## src/rtl/pipe_ctrl_pkg.sv

```systemverilog
// Shared types and constants for the pipeline hazard controller.
package pipe_ctrl_pkg;

  typedef enum logic {
    RUN = 1'b0,
    MD  = 1'b1
  } state_t;

  localparam logic [1:0] FWD_RF  = 2'b00;
  localparam logic [1:0] FWD_MEM = 2'b01;
  localparam logic [1:0] FWD_EX  = 2'b10;

  localparam logic [4:0] REG_ZERO = 5'd0;

  // The younger producer (EX) holds the newest value, so it wins over MEM.
  function automatic logic [1:0] fwd_code(input logic ex_hit, input logic mem_hit);
    if (ex_hit)       fwd_code = FWD_EX;
    else if (mem_hit) fwd_code = FWD_MEM;
    else              fwd_code = FWD_RF;
  endfunction

endpackage

```

## src/rtl/raw_cmp.sv

```systemverilog
// Per-operand dependency comparator: checks one ID source register against
// the EX and MEM destinations. $0 never creates a dependency.
module raw_cmp
  import pipe_ctrl_pkg::*;
(
  input  logic [4:0] r,
  input  logic       uses,
  input  logic [4:0] ex_rd,
  input  logic       ex_regwrite,
  input  logic       ex_memread,
  input  logic [4:0] mem_rd,
  input  logic       mem_regwrite,
  output logic       ex_hit,
  output logic       mem_hit,
  output logic       load_hit
);

  logic live;

  assign live     = uses && (r != REG_ZERO);
  assign ex_hit   = live && ex_regwrite  && (ex_rd  == r);
  assign mem_hit  = live && mem_regwrite && (mem_rd == r);
  assign load_hit = live && ex_memread   && (ex_rd  == r);

endmodule

```

## src/rtl/pipe_hazard_ctrl.sv

```systemverilog
// Hazard/stall controller for the 5-stage pipeline: load-use / RAW stalls,
// taken-branch flushes, multi-cycle mult/div occupancy, data-memory freeze
// and a saturating stall-cycle counter.
// Optional feature macro: PIPE_FWD_EN (operand forwarding; only load-use stalls).
module pipe_hazard_ctrl
  import pipe_ctrl_pkg::*;
#(
  parameter int MD_LAT = 4,
  parameter int CNT_W  = 16
) (
  input  logic             clk,
  input  logic             rst,
  input  logic [4:0]       id_rs,
  input  logic [4:0]       id_rt,
  input  logic             id_uses_rs,
  input  logic             id_uses_rt,
  input  logic             id_md_start,
  input  logic [4:0]       ex_rd,
  input  logic             ex_regwrite,
  input  logic             ex_memread,
  input  logic [4:0]       mem_rd,
  input  logic             mem_regwrite,
  input  logic             ex_branch_taken,
  input  logic             mem_wait,
  output logic             pc_we,
  output logic             ifid_we,
  output logic             ifid_flush,
  output logic             idex_flush,
  output logic             md_busy,
  output logic [CNT_W-1:0] stall_cnt,
  output logic [1:0]       fwd_a,
  output logic [1:0]       fwd_b
);

  // MD_LAT >= 2, so MD_LAT-1 always fits in $clog2(MD_LAT) bits.
  localparam int MD_W = $clog2(MD_LAT);

  state_t          state, state_nxt;
  logic [MD_W-1:0] md_cnt, md_cnt_nxt;

  // Index 0 = rs (operand A), index 1 = rt (operand B).
  logic [1:0][4:0] src;
  logic [1:0]      use_src;
  logic [1:0]      ex_hit, mem_hit, load_hit;
  logic            hazard;

  assign src     = {id_rt, id_rs};
  assign use_src = {id_uses_rt, id_uses_rs};

  for (genvar i = 0; i < 2; i++) begin : g_cmp
    raw_cmp u_cmp (
      .r            (src[i]),
      .uses         (use_src[i]),
      .ex_rd        (ex_rd),
      .ex_regwrite  (ex_regwrite),
      .ex_memread   (ex_memread),
      .mem_rd       (mem_rd),
      .mem_regwrite (mem_regwrite),
      .ex_hit       (ex_hit[i]),
      .mem_hit      (mem_hit[i]),
      .load_hit     (load_hit[i])
    );
  end

`ifdef PIPE_FWD_EN
  // With forwarding only a load in EX cannot be bypassed in time.
  assign hazard = |load_hit;
`else
  // Without forwarding any pending writer in EX or MEM must drain first.
  assign hazard = |{ex_hit, mem_hit, load_hit};
`endif

  assign md_busy = (state == MD);

  // FSM state and mult/div countdown register.
  always_ff @(posedge clk or posedge rst) begin
    if (rst) begin
      state  <= RUN;
      md_cnt <= '0;
    end else begin
      state  <= state_nxt;
      md_cnt <= md_cnt_nxt;
    end
  end

  // Pipeline controls and next state; memory wait dominates everything.
  always_comb begin
    pc_we      = 1'b1;
    ifid_we    = 1'b1;
    ifid_flush = 1'b0;
    idex_flush = 1'b0;
    state_nxt  = state;
    md_cnt_nxt = md_cnt;
    if (mem_wait) begin
      pc_we   = 1'b0;
      ifid_we = 1'b0;
    end else if (state == RUN && ex_branch_taken) begin
      ifid_flush = 1'b1;
      idex_flush = 1'b1;
    end else if (state == MD) begin
      // EX only holds bubbles here, so a branch cannot be resolving.
      pc_we      = 1'b0;
      ifid_we    = 1'b0;
      idex_flush = 1'b1;
      if (md_cnt == '0) state_nxt  = RUN;
      else              md_cnt_nxt = md_cnt - 1'b1;
    end else if (hazard) begin
      pc_we      = 1'b0;
      ifid_we    = 1'b0;
      idex_flush = 1'b1;
    end else if (id_md_start) begin
      state_nxt  = MD;
      md_cnt_nxt = MD_W'(MD_LAT - 1);
    end
  end

  // Count every cycle the PC is held, sticking at all-ones.
  always_ff @(posedge clk or posedge rst) begin
    if (rst)                            stall_cnt <= '0;
    else if (!pc_we && stall_cnt != '1) stall_cnt <= stall_cnt + 1'b1;
  end

`ifdef PIPE_FWD_EN
  // Forward selects travel with the instruction into ID/EX.
  always_ff @(posedge clk or posedge rst) begin
    if (rst) begin
      fwd_a <= FWD_RF;
      fwd_b <= FWD_RF;
    end else if (!mem_wait) begin
      if (idex_flush) begin
        fwd_a <= FWD_RF;
        fwd_b <= FWD_RF;
      end else begin
        fwd_a <= fwd_code(ex_hit[0], mem_hit[0]);
        fwd_b <= fwd_code(ex_hit[1], mem_hit[1]);
      end
    end
  end
`else
  assign fwd_a = FWD_RF;
  assign fwd_b = FWD_RF;
`endif

endmodule
```

## config.mk

```make
export PLATFORM = sky130hd
export DESIGN_NAME = pipe_hazard_ctrl
export DESIGN_NICKNAME = d
export VERILOG_FILES = /design/src/rtl/pipe_ctrl_pkg.sv /design/src/rtl/raw_cmp.sv /design/src/rtl/pipe_hazard_ctrl.sv
export SDC_FILE = /design/constraint.sdc
export NUM_CORES = 1
export LEC_CHECK = 0
export CAP_MARGIN = 10
export CORE_MARGIN = 3
export CORE_UTILIZATION = 62
export DETAILED_ROUTE_END_ITERATION = 10
export DONT_BUFFER_PORTS = 1
export GPL_ROUTABILITY_DRIVEN = 0
export PLACE_DENSITY = 0.87
export SLEW_MARGIN = 0
export SYNTH_ARGS = -nofsm -noshare
export SYNTH_HDL_FRONTEND = slang
export SYNTH_SLANG_ARGS = --single-unit
```

## constraint.sdc

```tcl
create_clock -name clk -period 2.4 [get_ports clk]
set_input_delay 0.12 -clock clk [delete_from_list [all_inputs] [get_ports clk]]
set_output_delay 0.12 -clock clk [all_outputs]
set_load 0.01 [all_outputs]
```

### Yosys cells after proc, flatten, opt, wreduce, memory -nomap -nowiden

Index checks and enable logic that the tools add are counted.

* flip-flop bits (word level): 19
* bits in latches: 0
* RAM bits: 0
* bits in read-only memories: 0
* bits of input ports: 30
* output and inout port bits: 25
* word-level logic and storage cells: 57
* memories: 0

* add/sub/neg operators: 2
* multipliers: 0
* divide/modulo/power cells: 0
* magnitude comparators: 0
* equality and inequality tests: 7
* shifts and indexed selects: 0
* muxes and demuxes: 18
* bitwise operators: 3
* reductions and logical operators: 24

Operator list (number)
* equality test 5 bit: 4
* adder 16 x 1 -> 16 bit (second input constant): 1
* logical AND 1 bit: 16
* != test 16 bit (second input constant): 1
* two-way mux 1 bit: 14
* nonzero test 5 bit: 2
* two-way mux 2 bit: 4
* OR reduction 6 bit: 1
* AND reduction 5 bit: 1
* != test 2 bit (second input constant): 2
* inverter 1 bit: 3
* logical NOT 2 bit: 1
* AND reduction 2 bit: 1
* nonzero test 2 bit: 1
* subtractor 2 x 1 -> 2 bit (second input constant): 1
* logical NOT 1 bit: 1

### Longest topological paths before layout

Gate-level depths: netlist (run 1).

* word-level depth: 11
* gate-level depth with buffers: 8
* mapped depth without buffers: 7

### Cells and area by module

From an unflattened synthesis (run 1), not the netlist that was laid out.

* cells, all modules: 145
* area total of the unflattened synthesis: 1421.4 um^2

By module, submodules not included
* pipe_hazard_ctrl: instances 1, cells each 105, area each 1136.1 um^2, seq. area each 475.5 um^2
* raw_cmp: instances 2, cells each 20, area each 142.6 um^2, seq. area each 0.0 um^2

### Least setup slack after synthesis (run 1)

Ideal clock, no wire load.

* kind: flip-flop to flip-flop
* start point: register stall_cnt[2]
* end point: register stall_cnt[1]
* setup time: 0.128 ns
* data arrival time: 1.843 ns
* required time: 2.272 ns
* slack: 0.429 ns
* stages on the path, launching flop included: 8
* path buffers: 1
* clock period less this slack: 1.971 ns
* path through: dfrtp_1 and4_1 nand2_1 nor3_1 inv_1 a31oi_4 buf_6 mux2_1

* longest elaborated chain between the ends: 2

RTL lines
* start, declared: RTL line pipe_hazard_ctrl.sv:30 `output logic [CNT_W-1:0] stall_cnt,`
* start signal, assigned: RTL line pipe_hazard_ctrl.sv:120 `else if (!pc_we && stall_cnt != '1) stall_cnt <= stall_cnt + 1'b1;`
* != test 16 bit: RTL line pipe_hazard_ctrl.sv:120
* logical AND 1 bit: RTL line pipe_hazard_ctrl.sv:120

Every way passes these cells.
A chain may end at the register's enable or synchronous reset.

### Final worst setup path (run 1)

* start point: register stall_cnt[7]
* end point: register stall_cnt[1]

Same word-level chain as after synthesis.

==> results.md, run 1 <==
- Largest net degree at the start of global routing: 20
- Post-route ant nets: 0
- Post-synth EDFFs: 0
- Clk_skew: 0.00201 ns
- Final Hold Viols: 0
- # IOs: 55
- Syn_area_per_cell: 9.59 um2
- Final period util: 88.2%
- Crit start category: flop
- Hold path depth: 2
- H-tree Lvls: 1
- Die Y: 52.2 um
- Critical path endpoint category: flop
- Width of the die: 52.2 um
- CP delay by family, top: simple AND/OR/NAND/NOR gates
- Vias in the first global route: 1031
- Static Leak: 0.615 nW
- WP depth: 7
- Final core utilization: 72.9%
- Routed wire length per instance: 15.6 um
- Layout cell share with drive strength beyond 1: 11.4%
- Final #Nets: 182
- Die area: 2730 um2
- Initial Utilization: 66.8%
- Post-synthesis sequential area ratio: 35.9%
- Post-DP HPWL: 2.24 mm
- Max Cap Viol: 0
- Post-Synthesis Cell Area: 1320 um2
- Initial antenna violation count: 0
- Clock latency on the worst-skew pair: 0.29 ns
- Data required time of the worst path: 2.58 ns
- Design area: 1440 um2
- Status: completed
- Commonest non-fill, non-tap cells in the layout: xor2_1, dfrtp_1, nor2_1
- Commonest non-fill, non-tap cell in the layout: xor2_1
- Worst VDD drop: 650 uV
- Least-Margin Pin Slew: 0.685 ns
- CP Buf/Inv Count: 2
- RSZ-0062 raised after global routing: false
- First-pass GRT wire length: 4.46 mm
- Hold slack: 0.0691 ns
- Slowest stage cell, crit path: dfrtp_1
- Final setup vio count: 0
- PortBufs: 0
- DRC errors left: 0
- Critical path class: reg -> reg
- Critical path cell sequence: and4_1, nand2_1, nor3_1, inv_1, a31oi_4, buf_4, mux2_1
- WL final: 2.75 mm
- Arrival time worst endpoint: 2.30 ns
- Global Route Usage Sum: 21.7%
- Crit-path max FO: 5
- Core Footprint: 1980 um2
- TritonCTS clock tree: yes
- Site Rows: 16
- Relative slew margins: 54.3%
- Total vias in the final route: 1049
- # diodes: 0
- Syn-to-layout area delta: 9.07%
- Final Power: 1.34 mW
- Achievable Freq: 0.473 GHz
- Drt via density: 5.96
- Clock-pin slew on the worst setup and hold paths: 0.10 ns
- Power per cell area: 928 nW/um2
- Yosys cell types: 34
- Async S/R FF share, synth: 100%
- Post_cts resized: 0
- Yosys warns: 0
- FF+latch count, synth: 19
- DP Area: 1350 um2
- DRT iter0 DRCs: 24
- Global route total overflow: 0
- Synth Flop Type: dfrtp_1
- Gate Count Post-Synth: 138
- CP peak stage delay: 0.49 ns
- Slew Viols, Final: 0
- Reg2reg path depth: 7
- Final Critical Period: 2.12 ns
- DRT Pass-1 Iters: 4
- CTS buffer count: 3
- CTS sink cnt: 19
- CTS Root Cell: clkbuf_4
- Max clock buf depth: 2
- Worst min-delay path class: in -> reg
- Setup TNS Final: 0 ns
-- report_power, final --
group | switching [mW] | internal [mW] | leakage, nW
logic | 0.277 | 0.257 | 0.376
registers | 0.201 | 0.448 | 0.224
clock network | 0.0916 | 0.0646 | 0.0150
total | 0.570 | 0.770 | 0.615
-- state kept, by name (all words and copies together), names as in the netlist --
| signal | cells |
|---|---|
| stall_cnt | 16 |
| md_cnt | 2 |
| md_busy | 1 |
-- cell type report --
cell class	instances	area, um2
flip-flops and latches	19	475
inverters	7	26.3
multi-input cells	109	785
well taps	27	33.8
clock buffers	4	26.3
repair buffers	10	97.6
fillers	134	538
-- per-stage QoR --
stage | cells | setup WS, ns
floorplan | 141 | 0.429
global placement | 166 | 0.317
detailed placement | 166 | 0.171
CTS | 174 | 0.164
global route | 176 | 0.155
finish | 176 | 0.284
-- synthesized netlist by cell type, types with 3 or more instances --
cell type,instances,area (um2)
xnor2_1,3,26.3
inv_1,7,26.3
buf_4,5,37.5
xor2_1,31,272
nand4_1,3,18.8
nand3_1,6,30.0
dfrtp_1,19,475
nor2_1,12,45.0
nand2_1,10,37.5
nor3_1,7,35.0
nor4_1,3,18.8
nor3_2,3,30.0
-- worst register-to-register path: cells and delay by family (launching register included) --
kind	cells	cell delay (ns)
simple gates	3	0.75
compound gates	1	0.19
flops	1	0.49
buf+inv	2	0.27
mux	1	0.30
-- what timing repair did --
item,4_1_cts,5_1_grt
endpoints found under the hold margin,21,0
setup buffers,0,2
hold buffers,4,0
setup endpoints to repair,0,7
-- kinds of logic (layout without fill, tap and decap cells) --
| group | Yosys count | after routing | synth area share [%] |
|---|---|---|---|
| simple gates | 53 | 53 | 22.2 |
| xor+xnor | 34 | 34 | 22.5 |
| flops | 19 | 19 | 35.9 |
| compound gates | 13 | 13 | 9.07 |
| buf+inv | 13 | 21 | 5.67 |
| mux | 3 | 3 | 2.46 |
| fa+ha+maj | 2 | 2 | 1.89 |
| other cells | 1 | 4 | 0.283 |
-- path summary, 6_finish.rpt --
| kind | endpoint | startpoint | slack, ns |
|---|---|---|---|
| hold / removal | md_busy | mem_wait | 0.07 |
| hold reg to reg | md_cnt[1] | md_cnt[1] | 0.55 |
| setup reg to reg | stall_cnt[1] | stall_cnt[7] | 0.28 |
| max in group asynchronous | stall_cnt[1] | rst | 1.60 |
| min in group asynchronous | stall_cnt[13] | rst | 0.36 |
| setup / recovery | stall_cnt[1] | stall_cnt[7] | 0.28 |
-- metal layers --
layer / global-route usage [%] / vias to the layer above / wire (um)
met5: 0 / - / 0
met4: 4.26 / 0 / 23
met3: 8.83 / 4 / 254
met2: 37.4 / 48 / 1370
met1: 25.2 / 505 / 1100
li1: - / 492 / -
(Power assumes the default switching activity.)
==> run 2, diff against run 1 <==
--- a/config.mk
+++ b/config.mk
@@ -6,7 +6,6 @@
 export NUM_CORES = 1
 export LEC_CHECK = 0
 export CAP_MARGIN = 10
-export CORE_MARGIN = 3
 export CORE_UTILIZATION = 62
 export DETAILED_ROUTE_END_ITERATION = 10
 export DONT_BUFFER_PORTS = 1
==> results.md, run 2 (synthesis results as in run 1) <==
- Worst min-delay path class: in -> reg
- Crit-path max FO: 14 (+9)
- Grt met1 use: 29.1% (+3.9 points)
- TritonCTS clock tree: yes
- Fill count: 149 (+11%)
- Critical path class: reg -> reg
- Max Cap Viol: 0 (unchanged)
- Sequential Power Share: 51.0% (+2.6 points)
- Setup TNS Final: 0 ns (unchanged)
- Final Critical Period: 2.18 ns (+0.0652 ns)
- Final Hold Viols: 0 (unchanged)
- Data required time of the worst path: 2.58 ns (about the same)
- Crit start category: flop
- Clock-pin slew on the worst setup and hold paths: 0.11 ns (about the same)
- Post-DP HPWL: 2.17 mm (-3.2%)
- Core Footprint: 1980 um2 (unchanged)
- CTS Root Cell: clkbuf_4
- Most used routing layer: met2
- Met2 GRT Util: 43.5% (+6.0 points)
- Syn-to-layout area delta: 6.43%
- Least-Margin Pin Slew: 0.707 ns (+0.0215 ns)
- Psw: 558 uW (-2.1%)
- Total vias in the final route: 1031 (-1.7%)
- Switching share of power: 43.1% (+0.57 points)
- Area of the multi-input gates: 785 um2 (unchanged)
- # diodes: 0 (unchanged)
- Final core utilization: 71.1% (-1.8 points)
- CTS sink cnt: 19 (unchanged)
- PortBufs: 0 (unchanged)
- Relative slew margins: 52.8% (-1.4 points)
- DP Worst Slack: 0.248 ns (+0.0772 ns)
- Die Y: 48.2 um (-7.7%)
- Global route total overflow: 0 (unchanged)
- DRC errors left: 0 (unchanged)
- Width of the die: 48.2 um (-7.7%)
- Vias in the first global route: 997 (-3.3%)
- H-tree Lvls: 1 (unchanged)
- Worst VDD drop: 623 uV (-4.1%)
- Flop-to-flop setup slack: 0.22 ns (-0.07 ns)
- Reg area: 475 um2 (unchanged)
- Initial antenna violation count: 0 (unchanged)
- CTS buffer count: 3 (unchanged)
- Clock latency on the worst-skew pair: 0.29 ns (about the same)
- Max clock buf depth: 2 (unchanged)
- Commonest non-fill, non-tap cell in the layout: xor2_1
- Status: completed
- Final worst slack: 0.219 ns (-0.0652 ns)
- Post-route ant nets: 0 (unchanged)
- Drt via density: 5.96 (about the same)
- Post-CTS setup buffer count: 0 (unchanged)
- WL final: 2.71 mm (-1.4%)
- Met3 Usage GRT: 5.93% (-2.9 points)
- Die area: 2320 um2 (-15%)
- Top reg by flops: stall_cnt
- Power per cell area: 918 nW/um2 (-1.0%)
- Slowest stage cell, crit path: dfrtp_1
- Commonest non-fill, non-tap cells in the layout: xor2_1, dfrtp_1, nor2_1
- CP peak stage delay: 0.48 ns (about the same)
- Routed wire length per instance: 15.7 um (+0.29%)
- Clock share of power: 12.3% (+0.6 points)
- Largest net degree at the start of global routing: 20 (unchanged)
- Largest register FFs: 16 (unchanged)
- Clk_skew: 0.00464 ns (+0.00263 ns)
- Site Rows: 16 (unchanged)
- Final period util: 90.9% (+2.7 points)
- Cell Int Power: 736 uW (-4.4%)
- DRT iter0 DRCs: 19 (-21%)
- Global Route Usage Sum: 25.5% (+3.9 points)
- DRT Pass-1 Iters: 4 (unchanged)
- Layout cell share with drive strength beyond 1: 9.59% (-1.8 points)
- Static Leak: 0.596 nW (-3.0%)
- Combinational fraction of design power: 36.7% (-3.2 points)
- RSZ-0062 raised after global routing: false
- Achievable Freq: 0.458 GHz (-3.0%)
- Critical path endpoint category: flop
- Final #Nets: 179 (-1.6%)
- Slew Viols, Final: 0 (unchanged)
- Initial Utilization: 66.8% (unchanged)
- Final setup vio count: 0 (unchanged)
- # IOs: 55 (unchanged)
- Arrival time worst endpoint: 2.36 ns (+0.06 ns)
- First-pass GRT wire length: 4.07 mm (-8.7%)
- Critical path cell sequence: and4_1, nand2_1, nor3_1, inv_1, a31oi_4, mux2_1
-- run 2: changes by cell type in the layout (fill, tap and decap cells not counted) --
cell,change
buf_12,-1
buf_4,-2
-- run 2: timing repair --
item                                    in CTS  in global routing
hold buffers                                 4                  0
endpoints found under the setup margin       0                  0
hold endpoints to repair                    21                  0
resized for setup                            0                  0
-- run 2: critical path, delay by kind of cell, from the launching register on --
family | cells | cell delay (ns)
multiplexers | 1 | 0.36
AO/OA/AOI/OAI | 1 | 0.44
buffers and inverters | 1 | 0.11
AND/OR/NAND/NOR | 3 | 0.67
flip-flops | 1 | 0.48
-- run 2: cell type report --
type / instances / share of cell area (%)
clock buffer: 4 / 1.87
inverter: 7 / 1.87
multi-input combinational: 109 / 55.7
sequential: 19 / 33.7
tap: 27 / 2.40
timing repair buffer: 7 / 4.44
-- run 2: path summary, 6_finish.rpt --
check,start,endpoint,cells past startpoint
min,mem_wait,md_busy,2
max reg2reg,stall_cnt[7],stall_cnt[1],6
max,stall_cnt[7],stall_cnt[1],6
max in group asynchronous,rst,stall_cnt[5],2
min in group asynchronous,rst,md_cnt[1],2
min reg2reg,md_cnt[1],md_cnt[1],1
-- run 2: layer usage --
metal	wire length [um]	share of wire [%]
met5	0	0
met4	41	1.5
met3	187	6.9
met2	1390	51
met1	1090	40
-- run 2: power groups by stage --
| stage | sequential [mW] | clock, mW | combinational [mW] |
|---|---|---|---|
| final | 0.659 | 0.160 | 0.475 |
| after global routing | 0.683 | 0.179 | 0.535 |
| after CTS | 0.659 | 0.166 | 0.478 |
| after detailed placement | 0.665 | 0 | 0.454 |
| after global placement | 0.654 | 0 | 0.429 |
| after floorplan | 0.637 | 0 | 0.373 |
-- run 2: through the flow --
stage,instances,hold WS [ns],area [um2],power [mW]
after global routing,173,0.0556,1410,1.40
final,173,0.0621,1410,1.29
after floorplan,141,0.0711,1340,1.01
after global placement,165,0.149,1340,1.08
after CTS,173,0.0533,1410,1.30
after detailed placement,165,0.171,1340,1.12
==> run 3, diff against run 2 <==
--- a/config.mk
+++ b/config.mk
@@ -6,11 +6,12 @@
 export NUM_CORES = 1
 export LEC_CHECK = 0
 export CAP_MARGIN = 10
-export CORE_UTILIZATION = 62
+export CORE_UTILIZATION = 65
+export CTS_BUF_LIST = sky130_fd_sc_hd__clkbuf_8
 export DETAILED_ROUTE_END_ITERATION = 10
 export DONT_BUFFER_PORTS = 1
 export GPL_ROUTABILITY_DRIVEN = 0
-export PLACE_DENSITY = 0.87
+export PLACE_DENSITY = 0.9
 export SLEW_MARGIN = 0
 export SYNTH_ARGS = -nofsm -noshare
 export SYNTH_HDL_FRONTEND = slang
==> results.md, run 3 (synthesis results as in run 1) <==
- Largest register FFs: 16 (unchanged)
- Power per cell area: 982 nW/um2 (+6.9%)
- Global route total overflow: 0 (unchanged)
- Site Rows: 15 (-1)
- Final #Nets: 176 (-1.7%)
- Setup TNS Final: 0 ns (unchanged)
- Final Hold Viols: 0 (unchanged)
- Clock-pin slew on the worst setup and hold paths: 0.07 ns (-0.04 ns)
- Finished Layout Cells: 168 (-2.9%)
- First-pass GRT wire length: 4.51 mm (+11%)
- CP peak stage delay: 0.48 ns (about the same)
- Die Y: 47.1 um (-2.2%)
- TritonCTS clock tree: yes
- Drt via density: 6.36 (+6.8%)
- Static Leak: 0.601 nW (+0.76%)
- Arrival time worst endpoint: 2.32 ns (-0.04 ns)
- Worst VDD drop: 825 uV (+32%)
- Initial antenna violation count: 0 (unchanged)
- Crit-path max FO: 14 (unchanged)
- Clock latency on the worst-skew pair: 0.26 ns (-0.03 ns)
- Width of the die: 47.1 um (-2.2%)
- Max clock buf depth: 2 (unchanged)
- DRT iter0 DRCs: 30 (+11)
- Slew Viols, Final: 0 (unchanged)
- Clock share of power: 16.1% (+3.8 points)
- H-tree Lvls: 1 (unchanged)
- Psw: 595 uW (+6.7%)
- Final setup vio count: 0 (unchanged)
- Final Critical Period: 2.18 ns (-0.00598 ns)
- RSZ-0062 raised after global routing: false
- Achievable Freq: 0.460 GHz (+0.28%)
- # IOs: 55 (unchanged)
- Sequential Power Share: 48.5% (-2.5 points)
- CTS sink cnt: 19 (unchanged)
- Total vias in the final route: 1069 (+3.7%)
- Post-route ant nets: 0 (unchanged)
- Switching share of power: 43.0% (-0.053 points)
- Cell Int Power: 787 uW (+6.9%)
- Critical path cell sequence: and4_1, nand2_1, nor3_1, inv_1, a31oi_4, buf_12, mux2_1
- Initial Utilization: 72.7% (+5.9 points)
- WL final: 2.95 mm (+8.8%)
- CTS buffer count: 3 (unchanged)
- CTS Root Cell: clkbuf_8
- Worst min-delay path class: in -> reg
- Syn-to-layout area delta: 6.33% (about the same)
- Post-DP HPWL: 2.25 mm (+3.7%)
- DRT Pass-1 Iters: 4 (unchanged)
- # diodes: 0 (unchanged)
- Core Footprint: 1820 um2 (-8.1%)
- Die area: 2220 um2 (-4.4%)
- Hold slack: 0.00623 ns (-0.0558 ns)
- PortBufs: 0 (unchanged)
- Status: completed
- Routed wire length per instance: 17.5 um (+12%)
- Commonest non-fill, non-tap cell in the layout: xor2_1
- Relative slew margins: 53.3% (+0.49 points)
- Max Cap Viol: 0 (unchanged)
- Largest net degree at the start of global routing: 20 (unchanged)
- DRC errors left: 0 (unchanged)
- Combinational fraction of design power: 35.4% (-1.3 points)
- Data required time of the worst path: 2.55 ns (-0.03 ns)
- Critical path class: reg -> reg
- Slowest stage cell, crit path: dfrtp_1
- Final period util: 90.6% (-0.25 points)
- Clk_skew: 0.00345 ns (-0.00119 ns)
- Commonest non-fill, non-tap cells in the layout: xor2_1, dfrtp_1, nor2_1
- Least-Margin Pin Slew: 0.699 ns (-0.00732 ns)
- Top reg by flops: stall_cnt
- Vias in the first global route: 1044 (+4.7%)
- Critical path endpoint category: flop
- Dpl cells: 162 (-1.8%)
- Global Route Usage Sum: 30.0% (+4.5 points)
- Layout cell share with drive strength beyond 1: 9.79% (+0.20 points)
- Crit start category: flop
==> run 3: layout make-up <==
class                      count  area [um2]
clock buffer                   3        41.3
clock inverter                 1        3.75
fill                         132         413
inverter                       7        26.3
multi-input combinational    109         785
sequential                    19         475
tap                           25        31.3
timing repair buffer           4        45.0
==> run 3: final timing paths <==
path	start	end	slack (ns)	cells after the start
max reg2reg	stall_cnt[3]	stall_cnt[1]	0.22	7
min	id_md_start	md_cnt[0]	0.006	2
min reg2reg	md_cnt[1]	md_cnt[1]	0.55	1
max in group asynchronous	rst	md_cnt[1]	1.54	2
max	stall_cnt[3]	stall_cnt[1]	0.22	7
min in group asynchronous	rst	stall_cnt[0]	0.41	2
==> run 3: stage by stage <==
step | cell area (um2) | total power, mW | utilization [%] | setup slack [ns]
after detailed placement | 1330 | 1.12 | 73.2 | 0.164
after global routing | 1410 | 1.46 | 77.3 | 0.0900
after floorplan | 1340 | 1.01 | - | 0.429
final | 1410 | 1.38 | 77.3 | 0.225
after global placement | 1330 | 1.09 | 73.2 | 0.274
after CTS | 1390 | 1.35 | 76.2 | 0.0957
==> run 3: power groups by stage <==
stage | Sequential (mW) | Combinational (mW) | Clock (mW)
finish | 0.670 | 0.489 | 0.223
global route | 0.692 | 0.540 | 0.231
CTS | 0.669 | 0.464 | 0.220
detailed placement | 0.666 | 0.455 | 0
global placement | 0.659 | 0.426 | 0
floorplan | 0.637 | 0.373 | 0
==> run 3: metal layers <==
metal	GRT usage [%]	wire length (um)	up-vias
met5	0	0	-
met3	9.62	231	12
met4	11.4	108	0
li1	-	-	485
met2	55.8	1580	60
met1	31.1	1030	512
==> run 3: what timing repair did <==
action,in CTS,in global routing
hold buffers,1,0
gates resized for setup,0,0
hold endpoints to repair,19,0
endpoints found under the setup margin,0,9
setup buffers,0,1
==> run 3: critical path: cells and delay by family, from the launching register on <==
family	cells	cell delay, ns
AOI/OAI and AO/OA	1	0.18
buffers and inverters	2	0.29
DFF	1	0.48
muxes	1	0.32
and+or+nand+nor	3	0.79
